### src/rtl/rx_fifo_pkg.sv
// rx_fifo_pkg: shared defaults and capture-FSM encodings for rx_byte_fifo.
package rx_fifo_pkg;
    localparam int DEPTH_DEF  = 8;
    localparam int ADDR_W_DEF = 3;

    typedef enum logic [1:0] {
        IDLE     = 2'd0,
        ACK      = 2'd1,
        WAIT_LOW = 2'd2
    } state_t;
endpackage

### src/rtl/rx_fifo_mem.sv
// rx_fifo_mem: DEPTH x 8 byte storage, synchronous write, combinational read.
module rx_fifo_mem
    import rx_fifo_pkg::*;
#(
    parameter int DEPTH  = DEPTH_DEF,
    parameter int ADDR_W = ADDR_W_DEF
) (
    input  logic              clk,
    input  logic              we,
    input  logic [ADDR_W-1:0] waddr,
    input  logic [7:0]        wdata,
    input  logic [ADDR_W-1:0] raddr,
    output logic [7:0]        rdata
);
    logic [7:0] mem_q [DEPTH];

    always_ff @(posedge clk) begin
        if (we) mem_q[waddr] <= wdata;
    end

    assign rdata = mem_q[raddr];
endmodule

### src/rtl/rx_byte_fifo.sv
// rx_byte_fifo: captures bytes from a level-flag receiver with a one-cycle ack
// and buffers them in a FIFO with registered pop data and sticky overflow.
module rx_byte_fifo
    import rx_fifo_pkg::*;
#(
    parameter int DEPTH  = DEPTH_DEF,
    parameter int ADDR_W = ADDR_W_DEF
) (
    input  logic              rx_clk,
    input  logic              reset_n,
    input  logic [7:0]        rx_data,
    input  logic              rx_complete_flag,
    output logic              rx_complete_del_flag,
    input  logic              rd_en,
    output logic [7:0]        rd_data,
    output logic              rd_valid,
    output logic              empty,
    output logic              full,
    output logic [ADDR_W:0]   count,
    output logic              overflow,
    input  logic              ovf_clr
);
    localparam logic [ADDR_W:0] FULL_CNT = (ADDR_W+1)'(DEPTH);

    state_t            state_q, state_d;
    logic [ADDR_W-1:0] wr_ptr_q, wr_ptr_d, rd_ptr_q, rd_ptr_d;
    logic [ADDR_W:0]   count_q, count_d;
    logic [7:0]        rd_data_q, rd_data_d, mem_rdata;
    logic              rd_valid_q, overflow_q, overflow_d, empty_q, full_q;
    logic              wr_req, pop, wr_acc, drop;

    always_comb begin
        state_d = IDLE;
        wr_req  = 1'b0;
        case (state_q)
            IDLE: begin
                wr_req  = rx_complete_flag;
                state_d = rx_complete_flag ? ACK : IDLE;
            end
            ACK:      state_d = WAIT_LOW;
            WAIT_LOW: state_d = rx_complete_flag ? WAIT_LOW : IDLE;
            default:  state_d = IDLE;
        endcase
    end

    // A pop frees the head slot in the same cycle, so a full FIFO still accepts the write.
    assign pop        = rd_en && !empty_q;
    assign wr_acc     = wr_req && (!full_q || pop);
    assign drop       = wr_req && !wr_acc;
    assign wr_ptr_d   = wr_acc ? wr_ptr_q + 1'b1 : wr_ptr_q;
    assign rd_ptr_d   = pop ? rd_ptr_q + 1'b1 : rd_ptr_q;
    assign count_d    = (wr_acc && !pop) ? count_q + 1'b1 :
                        (pop && !wr_acc) ? count_q - 1'b1 : count_q;
    assign overflow_d = drop || (overflow_q && !ovf_clr);
    assign rd_data_d  = pop ? mem_rdata : rd_data_q;

    rx_fifo_mem #(.DEPTH(DEPTH), .ADDR_W(ADDR_W)) u_mem (
        .clk   (rx_clk),
        .we    (wr_acc),
        .waddr (wr_ptr_q),
        .wdata (rx_data),
        .raddr (rd_ptr_q),
        .rdata (mem_rdata)
    );

    always_ff @(posedge rx_clk or negedge reset_n) begin
        if (!reset_n) begin
            state_q    <= IDLE;
            wr_ptr_q   <= '0;
            rd_ptr_q   <= '0;
            count_q    <= '0;
            empty_q    <= 1'b1;
            full_q     <= 1'b0;
            overflow_q <= 1'b0;
            rd_data_q  <= 8'h00;
            rd_valid_q <= 1'b0;
        end else begin
            state_q    <= state_d;
            wr_ptr_q   <= wr_ptr_d;
            rd_ptr_q   <= rd_ptr_d;
            count_q    <= count_d;
            empty_q    <= (count_d == '0);
            full_q     <= (count_d == FULL_CNT);
            overflow_q <= overflow_d;
            rd_data_q  <= rd_data_d;
            rd_valid_q <= pop;
        end
    end

    assign rx_complete_del_flag = (state_q == ACK);
    assign rd_data              = rd_data_q;
    assign rd_valid             = rd_valid_q;
    assign empty                = empty_q;
    assign full                 = full_q;
    assign count                = count_q;
    assign overflow             = overflow_q;
endmodule

### config.mk
export PLATFORM = sky130hd
export DESIGN_NAME = rx_byte_fifo
export DESIGN_NICKNAME = d
export VERILOG_FILES = /design/src/rtl/rx_fifo_pkg.sv /design/src/rtl/rx_fifo_mem.sv /design/src/rtl/rx_byte_fifo.sv
export SDC_FILE = /design/constraint.sdc
export NUM_CORES = 1
export LEC_CHECK = 0
export BUFFER_PORTS_ARGS = -buffer_cell sky130_fd_sc_hd__buf_4
export CORE_MARGIN = 5
export CORE_UTILIZATION = 45
export CTS_CLUSTER_DIAMETER = 120
export CTS_CLUSTER_SIZE = 25
export DETAILED_ROUTE_END_ITERATION = 8
export PLACE_DENSITY = 0.72
export SLEW_MARGIN = 10
export SYNTH_ARGS = -nofsm -noshare
export SYNTH_HDL_FRONTEND = slang
export SYNTH_SLANG_ARGS = --single-unit
### constraint.sdc
create_clock -name rx_clk -period 2.05 [get_ports rx_clk]
set_input_delay 0.3075 -clock rx_clk [delete_from_list [all_inputs] [get_ports rx_clk]]
set_output_delay 0.3075 -clock rx_clk [all_outputs]
set_load 0.01 [all_outputs]
Word level (Yosys, flattened, before mapping)
Memories as Yosys holds them, arrays and structs flattened. A register that Yosys moved wholly into a read port is not among the register bits.
Cells that the tools add are included.
{ "classes": {"addsub": 4, "n_mux": 8, "reduce_logical": 16, "eq_ne": 3} }
{ "op_table": {"columns": ["cell", "count"], "rows": [
  ["4-bit two-way mux", 2],
  ["3-bit by 1-bit adder with 3-bit output, second input constant", 2],
  ["1-bit logical AND", 6],
  ["1-bit logical NOT", 6],
  ["2-bit case mux with 3 select lines", 1],
  ["4-bit by 1-bit adder with 4-bit output, second input constant", 1],
  ["4-bit equality test, second input constant", 1],
  ["4-bit logical NOT", 1],
  ["1-bit two-way mux", 4],
  ["4-bit by 1-bit subtractor with 4-bit output, second input constant", 1],
  ["2-bit by 1-bit equality test with 1-bit output, second input constant", 1],
  ["2-bit equality test, second input constant", 1],
  ["2-bit logical NOT", 1],
  ["1-bit logical OR", 2],
  ["2-bit two-way mux", 1]
]} }
{ "totals": {"memories": 1, "in_bits": 13, "register_bits": 16, "wordCells": 40, "output_inout_bits": 17, "ramBits": 64} }
{ "memory_table": {"columns": ["name", "words", "width", "rd", "rd_clocked_by_memory_dff", "wr", "line", "source"], "rows": [
  ["u_mem.mem_q", 8, 8, 1, 1, 1, "rx_fifo_mem.sv:15", "logic [7:0] mem_q [DEPTH];"]
]} }

Longest topological paths before layout
{ "depth": {"ltp_word": 9, "depth_mapped": 6, "depth_no_buf": 6} }

By module
From an unflattened synthesis, not the netlist that was laid out.
{ "unflattened": {"cells_unflattened": 205, "hier_area_um2": 3564.7} }
{ "modules_own_cells": {"columns": ["module", "cells_each", "area_each_um2", "seq_area_each_um2", "instances"], "rows": [
  ["rx_fifo_mem", 106, 2531.2, 1921.8, 1],
  ["rx_byte_fifo", 99, 1033.5, 601.8, 1]
]} }

Worst setup path before layout
OpenSTA, ideal clock, no wires.
{ "synth_path": {"path_kind": "register to register", "start": "reg state_q[1]", "end": "mem u_mem.mem_q[0][0] (enable)", "path_buffers": 0, "slack_ns": -0.089, "synth_period_minus_slack_ns": 2.139, "arrival_time_ns": 1.756, "t_required_ns": 1.667, "path_stages_with_launch": 5, "setup_ns": 0.383, "cell_sequence": "dfrtp_1 or3b_4 a21oi_2 nand2b_1 nor3_1"} }
{ "synth_via": {"elab_chain_len": 5} }
{ "synth_rtl": {"columns": ["item", "line", "source"], "rows": [
  ["start, declared", "rx_byte_fifo.sv:25", "state_t state_q, state_d;"],
  ["start signal, assigned", "rx_byte_fifo.sv:78", "state_q <= state_d;"],
  ["2-bit logical NOT", "rx_byte_fifo.sv:35", "case (state_q)"],
  ["1-bit two-way mux", "rx_byte_fifo.sv:35", null],
  ["1-bit logical AND", "rx_byte_fifo.sv:48", "assign wr_acc = wr_req && (!full_q || pop);"],
  ["1-bit two-way mux", "rx_fifo_mem.sv:18", "if (we) mem_q[waddr] <= wdata;"],
  ["1-bit two-way mux (not written as such)", "rx_fifo_mem.sv:18", null],
  ["end, declared", "rx_fifo_mem.sv:15", null]
]} }
No other way between the ends.

Worst setup path in the final report
{ "layout_path": {"start": "reg state_q[1]", "end": "mem u_mem.mem_q[7][2] (enable)"} }
Same word-level chain as after synthesis.

==> metrics <==
result of the run=finished, final reports clean; Area Overhead vs Synth=19.9%; Clock H-tree levels=3; root cell of the clock tree=sky130_fd_sc_hd__clkbuf_8; clock slew seen by the registers of the worst setup and hold paths=0.09 ns; maximum number of pins on one net before global-route repair=25; library cell occupying the most area in the post-synthesis netlist=sky130_fd_sc_hd__edfxtp_1; global-route wire length before repair=9.67 mm; number of setup buffers added after CTS=0; violation count after the first detailed-routing iteration=105; antenna violations before repair=0; GPL Wtd Cong=0.820; share of the yosys chip area belonging to registers=72.4%; final non-filler cell total=353; Inserted Clock Buffers=9; filler cell count in the final layout=596; post-CTS resize count=0; number of synthesized flops with an enable pin=64; number of routed nets with antenna violations=0; final worst-path cycle share=89.4%; Critical Setup Path Class=register to register; post-DR vias/cell=5.01; number of flip-flops and latches in the synthesized netlist=88; aggregate negative setup slack=0 ns; drt pass-1 iters=5; number of antenna repair diodes=0; Layout Skew=0.00851 ns; number of nets in the final layout=263; total length of routed wires=5.86 mm; count of different cell masters after synthesis=35; number of buffers between clock root and the deepest sink=2; net count of the mapped netlist=212; most common cell in the netlist=sky130_fd_sc_hd__edfxtp_1; number of setup violations in the final report=0; min Tclk post-route=1.83 ns; top cells by area, synth=sky130_fd_sc_hd__edfxtp_1 (55%), sky130_fd_sc_hd__dfrtp_1 (17%), sky130_fd_sc_hd__mux4_2 (10%); max-slew headroom at the worst pin=62.8%; Synth async-reset ratio=27.3%; initial core utilization=45.6%; critical path peak fanout=8; pins over their slew limit=0; post-route DRC violation count=0; predominant post-synthesis flop cell=sky130_fd_sc_hd__edfxtp_1; utilization of the core after routing=54.7%; Hold-fix buffers, CTS=1; number of port buffers=29; synthesized area=3490 um2; die outline width=98.0 um; total instance count after detailed placement=336; Synth top cells by count=sky130_fd_sc_hd__edfxtp_1 (64), sky130_fd_sc_hd__dfrtp_1 (23), sky130_fd_sc_hd__mux4_2 (16); portion of synthesized cell area occupied by the leading cell type=55.1%; per-cell routed wire length=16.6 um; Power per Cell Area=1360 nW/um2; Least-Margin Pin Slew=0.558 ns; Max Cap Violations=0; number of sinks driven by the clock tree=88; Post-Syn Area per Cell=17.9 um2; total area of sequential cells=2520 um2; hold crit path type=input port to register; Setup WS pre-CTS=0.229 ns; Total Routing Usage GR=13.4%; area occupied by multi-input gates=921 um2; Worst EP arrival=1.89 ns; required time reported for the critical path endpoint=2.11 ns; RSZ-0062 raised after global routing=no; Core ar.=7650 um2; type of element capturing the critical path=register; final hold slack=0.142 ns; count of synthesis-stage warnings from yosys=0; Clock Latency Late Sink=0.35 ns; final hold violation count=0; DP HPWL=3.98 mm; vias in the first global route=1840; VDD IR-drop max=595 uV; synthesized instance count=195; die outline height=98.0 um; Placement Rows=32; via count=1767; post-route worst setup slack=0.218 ns; overall die area=9610 um2; highest clock rate=546 MHz; TritonCTS clock tree=done; layout cells sized above 1=36.7%; Static Leakage=1.56 nW; overflow left after global routing=0; kind of start point of the critical path=register; ports placed on the boundary=30
==> power by group <==
group          internal, W  switching, W
registers          0.00228      0.000283
logic             0.000978      0.000868
clock network     0.000685      0.000595
total              0.00395       0.00175
==> logic make-up (layout without fill, tap and decap cells) <==
| group | count (synthesis) | in the layout | share of synthesized area (%) |
|---|---|---|---|
| AO/OA/AOI/OAI | 16 | 16 | 2.91 |
| XOR/XNOR | 7 | 7 | 2.19 |
| adder cells (fa/ha/maj) | 4 | 4 | 1.44 |
| buffers and inverters | 12 | 68 | 1.51 |
| flip-flops | 88 | 88 | 72.4 |
| multiplexers | 26 | 26 | 13.3 |
| AND/OR/NAND/NOR | 42 | 42 | 6.32 |
==> routing by layer <==
layer | GRT usage (%) | routed length [um]
met5 | 0 | 0
met4 | 6.39 | 120
met3 | 2.86 | 227
met2 | 21.5 | 2970
met1 | 17.4 | 2540
==> cell usage in the layout (no fill, tap or decap), types with 3 or more instances in the layout <==
cell type,count
sky130_fd_sc_hd__o21ai_0,11
sky130_fd_sc_hd__nor2_1,8
sky130_fd_sc_hd__buf_4,45
sky130_fd_sc_hd__clkinvlp_4,3
sky130_fd_sc_hd__inv_1,4
sky130_fd_sc_hd__nand2_1,15
sky130_fd_sc_hd__clkbuf_8,9
sky130_fd_sc_hd__xnor2_1,4
sky130_fd_sc_hd__dfrtp_1,23
sky130_fd_sc_hd__nand2b_1,5
sky130_fd_sc_hd__mux2i_1,8
sky130_fd_sc_hd__mux4_2,16
sky130_fd_sc_hd__edfxtp_1,64
sky130_fd_sc_hd__ha_1,4
==> metrics by stage <==
step / instance area, um2 / total power [W]
2_1_floorplan: 3500 / 0.00379
3_5_place_dp: 3950 / 0.00448
6_report: 4180 / 0.00569
5_1_grt: 4180 / 0.00604
4_1_cts: 4180 / 0.00577
3_3_place_gp: 3950 / 0.00445
==> critical path, cell delays in order (launching register included) <==
cell,delay [ns]
sky130_fd_sc_hd__dfrtp_1,0.41
sky130_fd_sc_hd__or3b_4,0.45
sky130_fd_sc_hd__a21oi_2,0.18
sky130_fd_sc_hd__nand2_1,0.14
sky130_fd_sc_hd__nor2_1,0.15
sky130_fd_sc_hd__buf_4,0.20
==> cell type report <==
type | count | area share (%)
clock buffers | 9 | 2.96
clock inverters | 7 | 2.30
inverters | 5 | 0.479
multi-input cells | 95 | 22.0
flip-flops and latches | 88 | 60.4
well taps | 102 | 3.05
repair buffers | 47 | 8.80
==> path summary, 6_finish.rpt <==
check	cells past startpoint	slack [ns]	start	end
max in group asynchronous	2	1.38	reset_n	empty
max reg2reg	5	0.22	state_q[1]	u_mem.mem_q[7][2]
min reg2reg	2	0.49	rd_data[6]	rd_data[6]
min	2	0.14	ovf_clr	overflow
min in group asynchronous	2	0.39	reset_n	rd_data[2]
max	5	0.22	state_q[1]	u_mem.mem_q[7][2]
==> registers in the layout (all words and copies together), names as in the netlist <==
register and cells:
count 4, rd_ptr_q 3, wr_ptr_q 3, u_mem.mem_q 64, empty 1, full 1, overflow 1, rd_valid 1
state_q 2, rd_data 8
Note: power is estimated with default switching activity, not from simulation.
